$ cat src/rtl/fetch_arbiter.sv
// Two-port arbiter sharing one synchronous instruction memory between the fetch
// unit and a program loader, with round-robin sharing and an exclusive download lock.
module fetch_arbiter #(
  parameter int unsigned ADDR_BITS = 12,
  parameter logic [31:0] ERR_DATA  = 32'hDEADBEEF
) (
  input  logic                 clk_i,
  input  logic                 rst_i,
  // fetch port
  input  logic                 if_req_i,
  input  logic [31:0]          if_addr_i,
  output logic                 if_gnt_o,
  output logic                 if_rvalid_o,
  output logic [31:0]          if_rdata_o,
  // loader port
  input  logic                 ld_req_i,
  input  logic                 ld_we_i,
  input  logic [31:0]          ld_addr_i,
  input  logic [31:0]          ld_wdata_i,
  input  logic                 ld_lock_i,
  output logic                 ld_gnt_o,
  output logic                 ld_rvalid_o,
  output logic [31:0]          ld_rdata_o,
  // memory side
  output logic                 mem_en_o,
  output logic                 mem_we_o,
  output logic [ADDR_BITS-1:0] mem_addr_o,
  output logic [31:0]          mem_wdata_o,
  input  logic [31:0]          mem_rdata_i,
  // status
  output logic                 locked_o,
  output logic                 err_o,
  output logic [7:0]           err_cnt_o
);

  typedef enum logic { ST_SHARED, ST_LOCKED } state_e;
  typedef enum logic { OWN_IF, OWN_LD } owner_e;
  typedef enum logic [1:0] { RSP_READ, RSP_WRITE, RSP_ERR } rsp_kind_e;

  state_e     state_q, state_d;
  owner_e     last_q, last_d;
  logic       rsp_valid_q, rsp_valid_d;
  owner_e     rsp_owner_q, rsp_owner_d;
  rsp_kind_e  rsp_kind_q, rsp_kind_d;
  logic [7:0] err_cnt_q, err_cnt_d;

  logic        if_gnt, ld_gnt, any_gnt;
  logic        win_we, win_bad;
  logic [31:0] win_addr;
  logic [31:0] rsp_data;

  // Misaligned words and addresses beyond the memory are rejected.
  function automatic logic addr_bad(input logic [31:0] a);
    return (a[1:0] != 2'b00) || ((a >> ADDR_BITS) != 32'd0);
  endfunction

  // NOTE: every output of a combinational block gets a default first so no latch is inferred.
  always_comb begin
    if_gnt = 1'b0;
    ld_gnt = 1'b0;
    if (!rst_i) begin
      if (state_q == ST_LOCKED) begin
        ld_gnt = ld_req_i;
      end else if (if_req_i && ld_req_i) begin
        if (last_q == OWN_LD) if_gnt = 1'b1;
        else                  ld_gnt = 1'b1;
      end else begin
        if_gnt = if_req_i;
        ld_gnt = ld_req_i;
      end
    end
  end

  assign any_gnt  = if_gnt | ld_gnt;
  assign win_addr = ld_gnt ? ld_addr_i : if_addr_i;
  assign win_we   = ld_gnt & ld_we_i;
  assign win_bad  = any_gnt & addr_bad(win_addr);

  assign if_gnt_o    = if_gnt;
  assign ld_gnt_o    = ld_gnt;
  assign mem_en_o    = any_gnt & ~win_bad;
  assign mem_we_o    = mem_en_o & win_we;
  assign mem_addr_o  = mem_en_o ? win_addr[ADDR_BITS-1:0] : '0;
  assign mem_wdata_o = mem_we_o ? ld_wdata_i : '0;

  always_comb begin
    state_d     = ld_lock_i ? ST_LOCKED : ST_SHARED;
    last_d      = last_q;
    rsp_valid_d = any_gnt;
    rsp_owner_d = ld_gnt ? OWN_LD : OWN_IF;
    rsp_kind_d  = RSP_READ;
    err_cnt_d   = err_cnt_q;
    if (any_gnt) last_d = ld_gnt ? OWN_LD : OWN_IF;
    if (win_bad)     rsp_kind_d = RSP_ERR;
    else if (win_we) rsp_kind_d = RSP_WRITE;
    if (win_bad && err_cnt_q != 8'hFF) err_cnt_d = err_cnt_q + 8'd1;
  end

  // NOTE: sequential state uses non-blocking assignments so all flops update together at the edge.
  always_ff @(posedge clk_i or posedge rst_i) begin
    if (rst_i) begin
      state_q     <= ST_SHARED;
      last_q      <= OWN_LD;
      rsp_valid_q <= 1'b0;
      rsp_owner_q <= OWN_IF;
      rsp_kind_q  <= RSP_READ;
      err_cnt_q   <= 8'd0;
    end else begin
      state_q     <= state_d;
      last_q      <= last_d;
      rsp_valid_q <= rsp_valid_d;
      rsp_owner_q <= rsp_owner_d;
      rsp_kind_q  <= rsp_kind_d;
      err_cnt_q   <= err_cnt_d;
    end
  end

  // Read data comes straight from the memory in the response cycle; the owner tag steers it.
  always_comb begin
    rsp_data = mem_rdata_i;
    if (rsp_kind_q == RSP_WRITE)    rsp_data = 32'd0;
    else if (rsp_kind_q == RSP_ERR) rsp_data = ERR_DATA;
  end

  assign if_rvalid_o = rsp_valid_q && (rsp_owner_q == OWN_IF);
  assign ld_rvalid_o = rsp_valid_q && (rsp_owner_q == OWN_LD);
  assign if_rdata_o  = if_rvalid_o ? rsp_data : 32'd0;
  assign ld_rdata_o  = ld_rvalid_o ? rsp_data : 32'd0;
  assign err_o       = rsp_valid_q && (rsp_kind_q == RSP_ERR);
  assign locked_o    = (state_q == ST_LOCKED);
  assign err_cnt_o   = err_cnt_q;

endmodule

$ cat config.mk
export PLATFORM = sky130hd
export DESIGN_NAME = fetch_arbiter
export DESIGN_NICKNAME = d
export VERILOG_FILES = /design/src/rtl/fetch_arbiter.sv
export SDC_FILE = /design/constraint.sdc
export NUM_CORES = 1
export LEC_CHECK = 0
export BUFFER_PORTS_ARGS = -buffer_cell sky130_fd_sc_hd__buf_2
export CAP_MARGIN = 20
export CORE_AREA = 2 2 101 103
export CTS_BUF_LIST = sky130_fd_sc_hd__clkbuf_8
export CTS_CLUSTER_DIAMETER = 60
export DETAILED_ROUTE_END_ITERATION = 10
export DIE_AREA = 0 0 103 105
export PLACE_DENSITY_LB_ADDON = 0.2
export RECOVER_POWER = 50
export SLEW_MARGIN = 10
export SYNTH_ARGS = -nofsm -noshare
export SYNTH_HDL_FRONTEND = slang
export SYNTH_SLANG_ARGS = --single-unit
$ cat constraint.sdc
create_clock -name clk_i -period 2.1 [get_ports clk_i]
set_input_delay 0.21 -clock clk_i [delete_from_list [all_inputs] [get_ports clk_i]]
set_output_delay 0.21 -clock clk_i [all_outputs]
set_load 0.01 [all_outputs]
-- Word level (Yosys, flattened, before mapping)
Index checks and enable logic that the tools add are counted.
- output and inout bits: 124
- bits of input ports: 134
- flip-flop bits (word level): 14
- equality and inequality tests: 3
- reductions and logical operators: 8
- add/sub/neg operators: 1
- bitwise gates (word level): 7
- multiplexer cells: 19
- operator list (cell ; number):
    $mux W32 ; 6
    $reduce_bool A32 Y1 ; 1
    $mux W12 ; 1
    $mux W1 ; 11
    $add A8 B1 Y8 const B ; 1
    $ne A8 B8 Y1 const B ; 1
    $logic_and A1 B1 Y1 ; 5
    $and A1 B1 Y1 ; 4
    $eq A2 B1 Y1 const B ; 1
    $eq A2 B2 Y1 const B ; 1
    $mux W2 ; 1
    $not A1 Y1 ; 2
    $reduce_bool A2 Y1 ; 1
    $logic_or A1 B1 Y1 ; 1
    $or A1 B1 Y1 ; 1

-- Longest topological paths before layout
Gate-level depths: netlist of the first run.
- depth after elaboration: 12
- depth in mapped cells: 7

-- Least setup slack after synthesis of the first run
Ideal clock, no wire load.
- kind: register -> output
- from: register state_q (netlist: locked_o)
- to: output mem_addr_o[10]
- arrival time: 1574 ps
- data required time: 1890 ps
- path slack: 316 ps
- path buffers: 1
- cell stages (with the launch flop): 8
- path through: dfrtp_1 nor2b_1 a21o_2 nor3_4 a31oi_4 nand2b_4 buf_6 a21oi_1
- cells in the longest elaborated chain, start to end: 9
- ends and longest elaborated chain (what ; line ; RTL):
    from (decl) ; 40 ; state_e state_q, state_d;
    from (signal assigned) ; 109 ; state_q <= state_d;
    $mux W1 ; 62 ; if (state_q == ST_LOCKED) begin
    $mux W1 ; 61 ; if (!rst_i) begin
    $mux W32 ; 75 ; assign win_addr = ld_gnt ? ld_addr_i : if_addr_i;
    $reduce_bool A32 Y1 / $reduce_bool A2 Y1 (equally long branches) ; 54 ; return (a[1:0] != 2'b00) || ((a >> ADDR_BITS) != 32'd0);
    $logic_or A1 B1 Y1 ; 54 ;
    $and A1 B1 Y1 ; 77 ; assign win_bad = any_gnt & addr_bad(win_addr);
    $not A1 Y1 ; 81 ; assign mem_en_o = any_gnt & ~win_bad;
    $and A1 B1 Y1 ; 81 ;
    $mux W12 (*) ; 83 ; assign mem_addr_o = mem_en_o ? win_addr[ADDR_BITS-1:0] : '0;
    to (decl) ; 27 ; output logic [ADDR_BITS-1:0] mem_addr_o,
Every way passes the cells marked *; elsewhere a longest branch is shown, timed or not.

-- Worst setup path after layout of the first run
- from: register rsp_kind_q[1]
- to: output ld_rdata_o[5]
- cells in the longest elaborated chain, start to end: 4
- ends and longest elaborated chain (what ; line ; RTL):
    from (decl) ; 44 ; rsp_kind_e rsp_kind_q, rsp_kind_d;
    from (signal assigned) ; 113 ; rsp_kind_q <= rsp_kind_d;
    $eq A2 B2 Y1 ; 122 ; else if (rsp_kind_q == RSP_ERR) rsp_data = ERR_DATA;
    $mux W32 ; 122 ;
    $mux W32 (*) ; 121 ; if (rsp_kind_q == RSP_WRITE) rsp_data = 32'd0;
    $mux W32 (*) ; 128 ; assign ld_rdata_o = ld_rvalid_o ? rsp_data : 32'd0;
    to (decl) ; 23 ; output logic [31:0] ld_rdata_o,
Marked as above.

==> results of run 1 <==
-- power by group through the flow --
stage                     clock network (mW)  registers (mW)  logic (mW)
after floorplan                            0           0.439       0.287
after global placement                     0           0.425       0.603
after detailed placement                   0           0.425       0.608
after CTS                              0.225           0.421       0.609
after global routing                   0.243           0.435       0.637
final                                  0.215           0.419       0.572
-- flip-flops by register name, summed over array words and instances (netlist names) --
register	count
locked_o	1
rsp_valid_q	1
last_q	1
err_cnt_o	8
rsp_owner_q	1
rsp_kind_q	2
-- through the flow --
step	cells	utilization	cell area, µm²
final	661	0.3481	3356
after global routing	661	0.3481	3356
after global placement	653	0.3449	3324
after detailed placement	653	0.3449	3324
after floorplan	279	-	1911
after CTS	657	0.3496	3369
-- layer usage --
layer	global-route usage	routed length, µm	vias up
li1	-	-	1412
met1	0.1269	2928	1190
met2	0.2913	4702	158
met3	0.03077	814	6
met4	0.01880	56	0
met5	0	0	-
-- cell usage in the layout (no fill, tap or decap), types with 4 or more instances in the layout --
cell type,count
clkbuf_1,33
nand2_1,22
and3_1,31
buf_4,6
a21oi_1,10
nand4_1,4
nor4_1,5
nor4_2,4
inv_1,30
buf_2,222
maj3_1,24
and2_0,10
and3_2,4
nor2_1,53
and2_1,10
dfrtp_1,13
-- worst register-to-register path: stages, from the launching register on --
cell and delay [ns]:
dfrtp_1 0.40, nor2b_1 0.15, a21o_2 0.22, nor3_4 0.06, a31oi_4 0.19, buf_4 0.19, and3_1 0.21, mux2_1 0.33
-- final cells by class --
class | instances | area, µm²
timing repair buffer | 264 | 1316
inverter | 31 | 120.1
multi-input combinational | 214 | 1349
tap | 133 | 166.4
fill | 1101 | 6284
clock buffer | 3 | 41.29
sequential | 14 | 351.6
timing repair inverter | 1 | 7.507
clock inverter | 1 | 3.754
-- what timing repair did --
| item | CTS | global route |
|---|---|---|
| hold buffers | 0 | 0 |
| buffers inserted | 0 | 2 |
| endpoints found under the setup margin | 0 | 44 |
| resized for setup | 0 | 3 |
-- kinds of logic (layout without fill, tap and decap cells) --
family	Yosys count	after routing	synth area share
and+or+nand+nor	162	163	0.4738
AOI/OAI and AO/OA	16	16	0.05643
other	1	2	0.001967
muxes	2	2	0.01312
adders and majority gates	25	25	0.1325
xor gates and xnor gates	6	6	0.02756
buffers and inverters	52	300	0.1102
DFF	14	14	0.1844
-- worst max path at each step --
stage / to / cells after the start
floorplan: mem_addr_o[10] / 7
global placement: mem_wdata_o[7] / 7
detailed placement: mem_wdata_o[1] / 7
CTS: mem_addr_o[8] / 7
global route: ld_rdata_o[5] / 5
finish: ld_rdata_o[5] / 5
==> results.yml, run 1 <==
logic_synthesis:
  synth_seq_area_share: 0.1844
  syn_area_mm2: 0.001907
  async_reset_ff_frac: 1.000
  synth-main-ff-cell: "dfrtp_1"
  netlist_top_cells_area: "dfrtp_1, maj3_1, nor2_1, and3_1, and2_1"
  synth_seq_cells: 14
  syn_area_per_cell_um2: 6.859
  ys_types: 41
  yosysTopAreaCellShare: 0.1706
  synth.most_common_cell: "nor2_1"
  yosysTopAreaCell: "dfrtp_1"
  synth.top_cells.by_count: "nor2_1, and3_1, inv_1, maj3_1, nand2_1"
  synth-edff-count: 0
  synth-warning-count: 0
  syn_inst: 278
pwr:
  p_per_area_mw_per_mm2: 359.7
  power_report.internal_total_mw: 0.7460
  switching_share: 0.3820
  p_leak_nw: 2.094
  finalPower_mw: 1.207
  p_switching_mw: 0.4610
  clockPowerShare: 0.178
  pwr-share-seq: 0.347
  irDropWorstVdd_v: 0.0002515
  combPwrFrac: 0.474
route:
  finalWirelength_um: 8502
  ant_nets: 0
  vias: 2766
  drc: 0
  avgRoutedWirePerCell_um: 12.86
  drt-pass1-iter-count: 4
  drt_iter0_drc: 99
  via_per_inst: 4.185
hold_path:
  holdPathStages: 1
  hold_path_end: "locked_o"
  hold_start: "ld_lock_i"
  hold_path.class: "in -> reg"
critical_path:
  critPathLaunchType: "register"
  setup.worst_path.end_class: "output pin"
  cpLargestDelayFamily: "buffers and inverters"
  reg2reg_slack_ns: 0.23
  path_cells: "clkinv_1, buf_12, maj3_1, nor2_1, buf_2"
  required_ns: 1.89
  crit_arrival_ns: 1.76
  max_stage_delay_ns: 0.36
  crit_path_start: "rsp_kind_q[1]"
  worstRegToRegCells: 7
  reg2reg_from: "locked_o"
  critPathBufInv: 3
  path_class: "reg -> out"
  worstPathMaxFanout: 19
  r2r-end: "err_cnt_o[1]"
  crit_slowest_cell: "dfrtp_1"
floorplan:
  die-area_mm2: 0.01082
  fp.dieW_um: 103
  start_util: 0.1978
  core_mm2: 0.009639
  die_y_um: 105
  io_pins: 258
  rows: 36
clocking:
  cts_buffers: 3
  clkTransAtPathRegs_ns: 0.06
  clockBufferDepth: 2
  clkSinkCount: 14
  h-tree-depth: 1
  cts_root_buf: "clkbuf_8"
  cts_tree: "yes"
  insertion_delay_ns: 0.24
global_route:
  grt_remaining_overflow: 0
  antenna_found_initial: 0
  grt_max_degree: 35
  grt_pass1_wl_um: 11740
  grt_usage: 0.1365
  grt_pass1_vias: 2471
final_layout:
  fin_nets: 664
  syn2layout_area_growth_pct: 75.98
  layout-drive-gt1-share: 0.4830
  n_antenna_cell: 0
timing:
  clock_skew_ns: 0.004570
  rsz0062_at_grt: "false"
  relSlewSlack: 0.6322
  hold_viol_final: 0
  fin_setup_tns_ns: 0
  setup_violations: 0
  drv_slew: 0
  max_freq_ghz: 0.5077
  setup_slack_ns: 0.1301
  period_minus_slack_ns: 1.970
  fin_hold_ws_ns: 0.07293
  period_share: 0.9380
  worst_pin_slew_ns: 0.5496
flow_run:
  maxCapViolCount: 0
place:
  dp_worst_setup_slack_ns: 0.1560
  hpwl_um: 7175
  port-buffer-count: 255
  gp_congestion: 0.7723
status:
  status: "finished, final reports clean"
No activity file was read; power rests on OpenSTA's default activity.
==> run 2: changes to the inputs <==
==> constraint.sdc (replaced) <==
create_clock -name clk_i -period 2.1 [get_ports clk_i]
set_input_delay 0.105 -clock clk_i [delete_from_list [all_inputs] [get_ports clk_i]]
set_output_delay 0.105 -clock clk_i [all_outputs]
set_load 0.01 [all_outputs]
==> run 2 against run 1 <==
Against the previous run:
- core utilization fell by 0.31 points
- cell area fell by 0.89%
- global-route usage fell by 0.45 points
- register-to-register slack improved by 0.12 ns
- clock power rose by 21%
- worst setup slack improved by 0.043 ns
- critical endpoint unchanged
- highest routed layer unchanged
==> results.yml, run 2 (synthesis results as in run 1) <==
status:
  status: "finished, final reports clean"
floorplan:
  die-area_mm2: 0.01082
  fp.dieW_um: 103
  rows: 36
  core_mm2: 0.009639
  start_util: 0.1978
  die_y_um: 105
  io_pins: 258
route:
  ant_nets: 0
  drc: 0
  finalWirelength_um: 8178
  via_per_inst: 4.100
  drt_iter0_drc: 63
  avgRoutedWirePerCell_um: 12.43
  drt-pass1-iter-count: 4
  vias: 2698
timing:
  max_freq_ghz: 0.5189
  rsz0062_at_grt: "false"
  setup_violations: 0
  fin_setup_tns_ns: 0
  drv_slew: 0
  clock_skew_ns: 0.0009711
  period_minus_slack_ns: 1.927
  worst_pin_slew_ns: 0.5362
  hold_viol_final: 0
  period_share: 0.9178
  relSlewSlack: 0.6421
global_route:
  antenna_found_initial: 0
  grt_pass1_wl_um: 11320
  grt_usage: 0.1320
  grt_pass1_vias: 2357
  grt_max_degree: 35
  grt_remaining_overflow: 0
clocking:
  clkSinkCount: 14
  cts_tree: "yes"
  cts_root_buf: "clkbuf_8"
  clockBufferDepth: 2
  cts_buffers: 3
  h-tree-depth: 1
  clkTransAtPathRegs_ns: 0.06
  insertion_delay_ns: 0.24
critical_path:
  max_stage_delay_ns: 0.40
  setup.worst_path.end_class: "output pin"
  crit_arrival_ns: 1.82
  path_class: "reg -> out"
  crit_path_frequent_cell: "buf_2"
  critPathBufInv: 3
  required_ns: 2.00
  critPathLaunchType: "register"
  path_cells: "clkinv_1, buf_2, maj3_1, nor2_1, buf_2"
  crit_cells: 5
  worstPathMaxFanout: 19
  crit_slowest_cell: "maj3_1"
  reg2reg_slack_ns: 0.35
  worstRegToRegCells: 6
  crit_path_end: "ld_rdata_o[5]"
  r2r-end: "err_cnt_o[1]"
  cpLargestDelayFamily: "buffers and inverters"
  crit_path_start: "rsp_kind_q[1]"
  reg2reg_from: "locked_o"
final_layout:
  multiInputGateArea_mm2: 0.001340
  fillers: 1075
  fin_nets: 661
  seq_area_um2: 351.6
  layout-drive-gt1-share: 0.4762
  n_antenna_cell: 0
  most-common-layout-cells: "buf_2, nor2_1, clkbuf_1, and3_1, inv_1"
  syn2layout_area_growth_pct: 74.41
  final_common_cell: "buf_2"
  largest_reg_flops: 8
  finalCoreUtilization: 0.3450
  final_cells: 658
place:
  port-buffer-count: 255
  gp_congestion: 0.7346
  hpwl_um: 7028
  dp.cells: 652
pwr:
  p_leak_nw: 2.090
  p_per_area_mw_per_mm2: 373.5
  irDropWorstVdd_v: 0.0003863
hold_path:
  hold_path.class: "in -> reg"
flow_run:
  maxCapViolCount: 0
-- run 2: changes by cell type in the layout (fill, tap and decap cells not counted) --
cell / change
buf_4: -4
clkinvlp_4: -2
dlygate4sd3_1: +2
buf_12: -1
buf_2: +1
clkbuf_2: +1
clkbuf_8: +1
nand2b_2: -1
-- run 2: worst min-delay path by stage --
stage               startpoint  depth (start not counted)           end  slack [ns]
global placement     ld_lock_i                          1      locked_o        0.22
global route          ld_req_i                          3        last_q        0.17
finish                ld_req_i                          3        last_q        0.16
floorplan                rst_i                          1  err_cnt_o[0]      -0.006
CTS                   ld_req_i                          3        last_q        0.15
detailed placement   ld_lock_i                          1      locked_o        0.22
-- run 2: area by class of cell --
type,instances,share of cell area
multi-input combinational,213,0.4029
tap,133,0.05004
sequential,14,0.1057
inverter,31,0.03499
timing repair buffer,263,0.3898
clock buffer,4,0.01655
-- run 2: where the power goes --
group	internal, mW	leakage, nW	switching, mW
sequential	0.345	0.171	0.0786
combinational	0.267	1.89	0.292
clock	0.166	0.0288	0.0945
total	0.777	2.09	0.465
-- run 2: metrics by stage --
step / power (mW) / instance area [µm²] / worst slack [ns] / hold WS [ns]
floorplan: 0.7258 / 1911 / 0.4187 / -0.006497
global placement: 1.024 / 3317 / 0.3493 / 0.2176
detailed placement: 1.032 / 3317 / 0.3278 / 0.2164
CTS: 1.308 / 3392 / 0.1217 / 0.1517
global route: 1.358 / 3326 / 0.01967 / 0.1702
finish: 1.242 / 3326 / 0.1727 / 0.1596
-- run 2: worst min-delay path, stage by stage --
cell	delay, ns
buf_2	0.11
nand2b_1	0.09
o21ai_0	0.09
-- run 2: layer usage --
layer  track usage  vias up  share of wire
met4      0.008459        0         0.0012
met2        0.2820      157           0.54
met5             0        -              0
met1        0.1256     1131           0.36
li1              -     1408              -
met3       0.03144        2          0.098
-- run 2: what timing repair did --
action | in CTS | in global routing
hold endpoints to repair | 14 | 0
setup endpoints to repair | 0 | 5
hold buffers | 2 | 0
resized for setup | 0 | 1
setup buffers | 0 | 0
==> run 3: changes to the inputs <==
--- a/config.mk
+++ b/config.mk
@@ -6,13 +6,11 @@
 export NUM_CORES = 1
 export LEC_CHECK = 0
 export BUFFER_PORTS_ARGS = -buffer_cell sky130_fd_sc_hd__buf_2
-export CAP_MARGIN = 20
 export CORE_AREA = 2 2 101 103
 export CTS_BUF_LIST = sky130_fd_sc_hd__clkbuf_8
 export CTS_CLUSTER_DIAMETER = 60
 export DETAILED_ROUTE_END_ITERATION = 10
 export DIE_AREA = 0 0 103 105
-export PLACE_DENSITY_LB_ADDON = 0.2
 export RECOVER_POWER = 50
 export SLEW_MARGIN = 10
 export SYNTH_ARGS = -nofsm -noshare
==> run 3 against run 2 <==
Against the previous run:
- clock skew barely moved
- cell area down 0.41%
- non-clock buffer count unchanged
- core utilization fell by 0.14 points
- maximum frequency shrank 3.0%
- cell count did not move
- sequential cell count stayed put
- combinational power rose by 4%
- largest cell class unchanged
==> results.yml, run 3 (synthesis results as in run 1) <==
clocking:
  h-tree-depth: 1
  clkSinkCount: 14
  insertion_delay_ns: 0.25
  cts_tree: "yes"
  clkTransAtPathRegs_ns: 0.06
  cts_root_buf: "clkbuf_8"
  clockBufferDepth: 2
  cts_buffers: 3
final_layout:
  largest_reg_flops: 8
  final_common_cell: "buf_2"
  finalCoreUtilization: 0.3436
  layout-drive-gt1-share: 0.4648
  multiInputGateArea_mm2: 0.001349
  syn2layout_area_growth_pct: 73.69
  most-common-layout-cells: "buf_2, nor2_1, clkbuf_1, inv_1, and3_1"
  fillers: 1093
  final_cells: 658
  n_antenna_cell: 0
  fin_nets: 661
  final_area_mm2: 0.003312
  seq_area_um2: 352.8
global_route:
  antenna_found_initial: 0
  grt_pass1_wl_um: 11560
  grt_remaining_overflow: 0
  grt_max_degree: 35
  grt_usage: 0.1325
  grt_pass1_vias: 2465
route:
  drt_iter0_drc: 143
  finalWirelength_um: 8232
  via_per_inst: 4.277
  drc: 0
  wl_met2_um: 4167
  routed.top_layer: "met4"
  ant_nets: 0
  wl_met1_um: 3103
  vias: 2814
  met3_length_um: 834
  avgRoutedWirePerCell_um: 12.51
  drt-pass1-iter-count: 5
floorplan:
  rows: 36
  fp.dieW_um: 103
  io_pins: 258
  die-area_mm2: 0.01082
  core_mm2: 0.009639
  start_util: 0.1978
  die_y_um: 105
critical_path:
  path_class: "reg -> out"
  crit_slowest_cell: "dfrtp_1"
  setup.worst_path.end_class: "output pin"
  worstPathMaxFanout: 12
  cpLargestDelayFamily: "buffers and inverters"
  critPathLaunchType: "register"
  reg2reg_slack_ns: 0.33
  path_cells: "nor2b_1, a21o_2, buf_4, inv_1, nand2_1, a21oi_1, buf_2"
  critPathBufInv: 3
  max_stage_delay_ns: 0.36
  crit_arrival_ns: 1.88
  required_ns: 2.00
timing:
  drv_slew: 0
  rsz0062_at_grt: "true"
  hold_viol_final: 0
  setup_slack_ns: 0.1140
  relSlewSlack: 0.6343
  max_freq_ghz: 0.5035
  period_share: 0.9457
  fin_hold_ws_ns: 0.1702
  fin_setup_tns_ns: 0
  setup_violations: 0
  period_minus_slack_ns: 1.986
  clock_skew_ns: 0.001006
  worst_pin_slew_ns: 0.5480
pwr:
  p_per_area_mw_per_mm2: 372.1
  p_leak_nw: 2.063
  irDropWorstVdd_v: 0.0002432
  finalPower_mw: 1.232
hold_path:
  hold_path.class: "in -> reg"
place:
  placed_area_mm2: 0.003304
  dp.cells: 652
  hpwl_um: 6973
  port-buffer-count: 255
  gp_congestion: 0.8731
  dp_worst_setup_slack_ns: 0.3226
status:
  status: "finished, final reports clean"
flow_run:
  maxCapViolCount: 0
==> run 3: worst paths after layout <==
check	start	endpoint	cells after the start
max	locked_o	mem_addr_o[11]	7
min	ld_req_i	last_q	3
max reg2reg	locked_o	err_cnt_o[1]	6
min reg2reg	err_cnt_o[5]	err_cnt_o[5]	1
max in group asynchronous	rst_i	rsp_kind_q[0]	3
min in group asynchronous	rst_i	err_cnt_o[7]	3
==> run 3: layout make-up <==
| class | count | share of cell area |
|---|---|---|
| Clock buffer | 3 | 0.01247 |
| Timing Repair Buffer | 263 | 0.3872 |
| Clock inverter | 1 | 0.001133 |
| Tap cell | 133 | 0.05025 |
| Inverter | 31 | 0.03513 |
| Sequential cell | 14 | 0.1065 |
| Multi-Input combinational cell | 213 | 0.4073 |
==> run 3: repair_timing <==
item | in CTS | in global routing
endpoints found under the setup margin | 0 | 17
setup buffers | 0 | 0
hold buffers | 2 | 0
gates resized for setup | 0 | 1
hold endpoints to repair | 14 | 0
==> run 3: tightest hold or removal path: cells and delay by family <==
family | cells | cell delay [ns]
buffers and inverters | 1 | 0.12
and+or+nand+nor | 1 | 0.09
AOI/OAI and AO/OA | 1 | 0.09
==> run 3: where the power goes <==
| group | internal, mW | switching (mW) | total (mW) |
|---|---|---|---|
| sequential | 0.344 | 0.0785 | 0.423 |
| clock | 0.130 | 0.100 | 0.230 |
| combinational | 0.278 | 0.301 | 0.579 |
| total | 0.752 | 0.480 | 1.23 |
==> run 3: per-layer routing <==
metal  up-vias  track usage
li1       1405            -
met1      1226       0.1461
met2       172       0.2532
met3        11      0.02341
met4         0      0.03383
met5         -            0
